$ cat config.mk
export PLATFORM = sky130hd
export DESIGN_NAME = fetch_unit
export DESIGN_NICKNAME = d
export VERILOG_FILES = /design/src/rtl/fetch_unit.sv
export SDC_FILE = /design/constraint.sdc
export NUM_CORES = 1
export LEC_CHECK = 0
export ABC_AREA = 1
export CORE_MARGIN = 5
export CORE_UTILIZATION = 47
export DETAILED_ROUTE_END_ITERATION = 8
export GPL_TIMING_DRIVEN = 0
export PLACE_DENSITY = 0.78
export SYNTH_ARGS = -nofsm -noshare
export SYNTH_HDL_FRONTEND = slang
export SYNTH_SLANG_ARGS = --single-unit
$ cat constraint.sdc
create_clock -name clock -period 1.7 [get_ports clock]
set_clock_uncertainty 0.05 [all_clocks]
set_input_delay 0.34 -clock clock [delete_from_list [all_inputs] [get_ports clock]]
set_output_delay 0.34 -clock clock [all_outputs]
set_load 0.02 [all_outputs]
$ cat src/rtl/fetch_unit.sv
// Instruction-fetch front end: owns the PC, drives imemory, and hands fetched words to decode
// over valid/ready. It handles stalls, redirects with flush, and sticky misaligned-target faults.
module fetch_unit #(
  parameter int unsigned                ADDR_WIDTH = 32,
  parameter int unsigned                DATA_WIDTH = 32,
  parameter logic        [ADDR_WIDTH-1:0] RESET_PC = 32'h01000000,
  parameter int unsigned                PC_STEP    = 4
) (
  input  logic                  clock,
  input  logic                  reset,
  output logic [ADDR_WIDTH-1:0] imem_addr,
  input  logic [DATA_WIDTH-1:0] imem_data,
  input  logic                  redirect_valid,
  input  logic [ADDR_WIDTH-1:0] redirect_target,
  output logic                  out_valid,
  input  logic                  out_ready,
  output logic [ADDR_WIDTH-1:0] out_pc,
  output logic [DATA_WIDTH-1:0] out_insn,
  output logic                  fault,
  output logic [31:0]           fetch_count
);

  // A mask is used instead of a bit slice so that PC_STEP == 1 still elaborates.
  localparam logic [ADDR_WIDTH-1:0] AlignMask = ADDR_WIDTH'(PC_STEP - 1);
  localparam logic [ADDR_WIDTH-1:0] PcStep    = ADDR_WIDTH'(PC_STEP);

  typedef enum logic [0:0] {StRun, StFault} state_e;

  state_e                state_q, state_d;
  logic [ADDR_WIDTH-1:0] pc_q, pc_d;
  logic                  out_valid_q, out_valid_d;
  logic [ADDR_WIDTH-1:0] out_pc_q, out_pc_d;
  logic [DATA_WIDTH-1:0] out_insn_q, out_insn_d;
  logic [31:0]           fetch_count_q, fetch_count_d;

  logic misaligned;
  logic can_capture;

  assign misaligned  = (redirect_target & AlignMask) != '0;
  assign can_capture = !out_valid_q || out_ready;

  // State register.
  always_ff @(posedge clock) begin
    if (reset) begin
      state_q <= StRun;
    end else begin
      state_q <= state_d;
    end
  end

  // Next-state logic.
  always_comb begin
    state_d = state_q;
    unique case (state_q)
      StRun:   if (redirect_valid && misaligned) state_d = StFault;
      StFault: state_d = StFault;
      default: state_d = StRun;
    endcase
  end

  // Datapath next-state.
  always_comb begin
    pc_d          = pc_q;
    out_valid_d   = out_valid_q;
    out_pc_d      = out_pc_q;
    out_insn_d    = out_insn_q;
    fetch_count_d = fetch_count_q;
    unique case (state_q)
      StRun: begin
        if (redirect_valid) begin
          // Both redirect flavours flush; a misaligned target is kept in pc for debug.
          pc_d        = redirect_target;
          out_valid_d = 1'b0;
        end else if (can_capture) begin
          pc_d          = pc_q + PcStep;
          out_valid_d   = 1'b1;
          out_pc_d      = pc_q;
          out_insn_d    = imem_data;
          fetch_count_d = fetch_count_q + 32'd1;
        end
      end
      StFault: out_valid_d = 1'b0;
      default: out_valid_d = 1'b0;
    endcase
  end

  always_ff @(posedge clock) begin
    if (reset) begin
      pc_q          <= RESET_PC;
      out_valid_q   <= 1'b0;
      out_pc_q      <= '0;
      out_insn_q    <= '0;
      fetch_count_q <= '0;
    end else begin
      pc_q          <= pc_d;
      out_valid_q   <= out_valid_d;
      out_pc_q      <= out_pc_d;
      out_insn_q    <= out_insn_d;
      fetch_count_q <= fetch_count_d;
    end
  end

  // Outputs.
  always_comb begin
    imem_addr   = pc_q;
    out_valid   = out_valid_q;
    out_pc      = out_pc_q;
    out_insn    = out_insn_q;
    fault       = (state_q == StFault);
    fetch_count = fetch_count_q;
  end

endmodule

# == Word-level counts from Yosys, hierarchy flattened ==
# Index checks and enable logic that the tools add are counted.
# classes
n_addsub,2
n_mul,0
div,0
order_cmp,0
n_eq_ne,1
shifts,0
n_mux,7
bitwise,2
reduce_logical,7
# ops
cell,count
$mux W32,2
$add A32 B1 Y32 const B,1
$add A32 B3 Y32 const B,1
$reduce_bool A32 Y1,1
$pmux W1 S2,2
$mux W1,3
$ne A3 B3 Y1 const B,1
$reduce_and A3 Y1,1
$not A1 Y1,2
$reduce_and A2 Y1,1
$reduce_bool A2 Y1,1
$logic_and A1 B1 Y1,1
$logic_not A1 Y1,1
$logic_or A1 B1 Y1,1
# totals
reg_bits,130
latch_bits,0
ramBits,0
rom_bits,0
inputBits,68
output_inout_bits,130
elab_cells,25
memories,0

# == Longest topological paths before layout ==
# depth
ltp_word,5
depth_mapped,11
mapped_depth_nobuf,11

# == Worst setup path before layout ==
# No wires, ideal clock.
# synth_timing
path_kind,register -> register
startpoint,register pc_q[3] (netlist: imem_addr[3])
endpoint,register pc_q[24] (netlist: imem_addr[24])
setup_time_ns,0.112
arrival_ns,1.512
required_ns,1.538
setup_slack_ns,0.026
path_stages_with_launch,11
n_path_buf,0
period_less_slack_ns,1.674
path_cell_list,dfxtp_1 -> ha_1 -> nand2_1 -> nor2_2 -> nand2_2 -> nor2_4 -> nand2_2 -> o21ai_1 -> nand3_1 -> nand2_1 -> nand2_1
# synth_between
elab_chain_len,3
# synth_rtl
element,line,source
start: declaration,30,"logic [ADDR_WIDTH-1:0] pc_q, pc_d;"
start signal: assignment,95,pc_q <= pc_d;
$add A32 B3 Y32,75,pc_d = pc_q + PcStep;
$mux W32,74,end else if (can_capture) begin
$mux W32,70,if (redirect_valid) begin
# No other way between the ends. The select of a mux whose other input is x is not followed.
# A chain may end at the register's enable or synchronous reset.

# == Worst setup path after layout ==
# layout_timing
startpoint,register pc_q[22] (netlist: imem_addr[22])
endpoint,output port imem_addr[22]
# layout_lines
element,line,source
end: declaration,11,"output logic [ADDR_WIDTH-1:0] imem_addr,"
# No word-level cell between the ends.

==> metrics <==
design area=around 9000 um^2; Synth Register Bits=130; Tcrit/Tclk final=between 90% and 100%; multi-input logic area=3350 um^2; EDFF count, synth=0; hold crit path type=in -> reg; Buf+Inv Stages, Crit Path=1; CP max-delay cell=dfxtp_1; drt drc=0; Synth warnings=0; number of DRC markers in iteration 0=approximately 490; Avg WL per Cell=15.1 um; CP Cell Sequence=dlygate4sd2_1; Critical Path AT=about 1300 ps; register area share after synthesis=around 41%; Reg clk slew, reported paths=60 ps; Async S/R FF share, synth=0%; clk_lat worst skew=roughly 420 ps; GRT overflow=0; Final Max Tran Viols=0; status=finished, final reports clean; Chip Width=between 100 and 150 um; worst-path fanout max=6; list of most frequent post-synthesis cells=272 x nand2_1, 181 x nor2_1, 130 x dfxtp_1, 92 x o21ai_0, 72 x inv_1; final hold violation count=0; dominant synthesized flop cell=dfxtp_1; Max Buffers Root-to-Sink=2; number of placed I/O pins=198; Max-cap violations=0; Worst Hold Slack=~380 ps; register area=about 2600 um^2; cell taking the most area after synthesis=dfxtp_1; Yosys cell types=33; CTS tree=yes; final setup violating endpoints=0; fin nets=between 1000 and 1500; worst slew pin tran=approximately 570 ps; Crit Path Class=reg -> out; post-DP HPWL=15.7 mm; die area=around 16000 um^2; CP max stage delay=between 400 and 500 ps; initial antenna violation count=0; core area=between 10000 and 15000 um^2; ANT cells=0; RSZ-0062 raised after global routing=yes; crit end category=primary output; pin count of the biggest net entering global routing=17; synth top area cells=dfxtp_1 41%, nand2_1 16%, nor2_1 11%; syn nets=approximately 1000; post-synth top area share=about 41%; initial cell density of the core=between 40% and 50%; ANT nets after route=0; vias per inst=between 5 and 6; Avg Inst Size Synth=between 6 and 7 um^2; Placement Rows=between 40 and 50; CTS sink cnt=130; P per Cell Area=939 nW/um^2; post-placement cell area=about 8600 um^2; I/O Buffers=between 150 and 200; most numerous cell in the Yosys netlist=nand2_1; first-pass GRT wire length=approximately 33 mm; CTS Buf Count=17; Via Count=7155; CTS root buf=clkbuf_16; post-layout power=0.00865 W; filler instances=~1200; fin crit period=1670 ps; vias in the first global route=6566; Mapped Area=6370 um^2; Total GRT Usage=about a quarter; family with the most delay on the worst path=flip-flops; leakage=a little over 4 nW; VDD IR max=roughly 0.00062 V; Die Ht=between 100 and 150 um; WL final=around 21 mm; GP Congestion=between 0.9 and 1; Syn Inst Count=~1000; H-tree depth=4; layout cells sized above 1=between 10% and 20%; area growth from synthesis to layout=44.7%; Worst slew margin=~62%; drt first pass iters=5; achievable frequency=between 500 and 600 MHz; CP startpoint kind=flip-flop; CP required=1310 ps
timing repair:
| action | in CTS | in global routing |
|---|---|---|
| pin swaps | 0 | 9 |
| endpoints found under the setup margin | 179 | 106 |
| setup buffers | 0 | 12 |
| gates resized for setup | 136 | 46 |
| hold buffers | 0 | 0 |
cell usage in the layout, fill, tap and decap left out, drive strengths merged:
cell,count
nand2,281
clkinv,9
nor2,195
nand4,8
nand3b,5
bufinv,4
dlymetal6s2s,1
dfxtp,130
a21oi,65
a31oi,2
clkdlybuf4s15,1
nand3,50
clkdlybuf4s50,66
dlygate4sd2,129
o21ai,97
xor2,6
buf,31
a211oi,1
xnor2,8
nor3,6
nor3b,1
o21a,2
clkinvlp,3
clkbuf,38
inv,74
ha,2
state kept, by name, summed over array words and instances, names as in the netlist:
signal and flops:
fetch_count 32, fault 1, out_insn 32, out_valid 1, out_pc 32, imem_addr 32
worst register-to-register path, stage by stage, from the launching register on:
cell and delay (ps):
dfxtp_4 370, ha_4 150, nand2_2 70, nor2_4 170
nand2_4 110, nor2_4 170, nand2_2 100, o21ai_1 120
nand3_1 80, nand2_1 80, nand2_1 50
kinds of logic after synthesis:
| group | after synthesis | synth area share (%) |
|---|---|---|
| AO/OA/AOI/OAI | 167 | 13.3 |
| XOR/XNOR | 14 | 1.92 |
| adder cells (fa/ha/maj) | 2 | 0.393 |
| buffers and inverters | 117 | 7.74 |
| flip-flops | 130 | 40.8 |
| AND/OR/NAND/NOR | 546 | 35.8 |
metrics by stage:
step                      utilization [%]  cells  setup TNS (ps)  worst slack, ps
final                                69.3   1391               0             31.2
after floorplan                         -    976               0             26.0
after CTS                            67.9   1379               0            0.397
after global placement               64.4   1349          -50500             -540
after detailed placement             64.4   1349          -50360             -549
after global routing                 69.3   1391           -76.0            -24.6
per-layer routing:
metal	track usage, %	vias to the layer above	share of wire, %
li1	-	3563	-
met3	6.85	54	8.1
met2	42.7	278	47
met5	0	-	0
met1	30.7	3260	41
met4	10.8	0	3.7
worst paths after layout:
kind	startpoint	endpoint	slack [ps]	depth (start not counted)
max reg2reg	imem_addr[2]$_SDFFE_PP0P_	imem_addr[24]$_SDFFE_PP1P_	90	10
min	redirect_valid	imem_addr[4]$_SDFFE_PP0P_	380	3
max	imem_addr[22]$_SDFFE_PP0P_	imem_addr[22]	30	1
min reg2reg	out_insn[14]$_SDFFE_PP0P_	out_insn[14]$_SDFFE_PP0P_	420	2
cell type report:
| type | instances | share of cell area [%] |
|---|---|---|
| clock buffer | 17 | 4.61 |
| buffer | 40 | 2.31 |
| inverter | 76 | 3.14 |
| sequential | 130 | 28.5 |
| multi-input combinational | 729 | 36.4 |
| tap | 176 | 2.39 |
| timing repair buffer | 209 | 20.6 |
| clock inverter | 14 | 2.06 |
power by group:
part	total, W	leakage, nW	internal (W)	switching [W]
Sequential	0.00342	1.07	0.00325	0.000167
Clock	0.00385	0.298	0.00244	0.00141
Combinational	0.00139	2.78	0.000560	0.000827
Total	0.00865	4.15	0.00625	0.00240
Power figures use the tool's default switching activity.
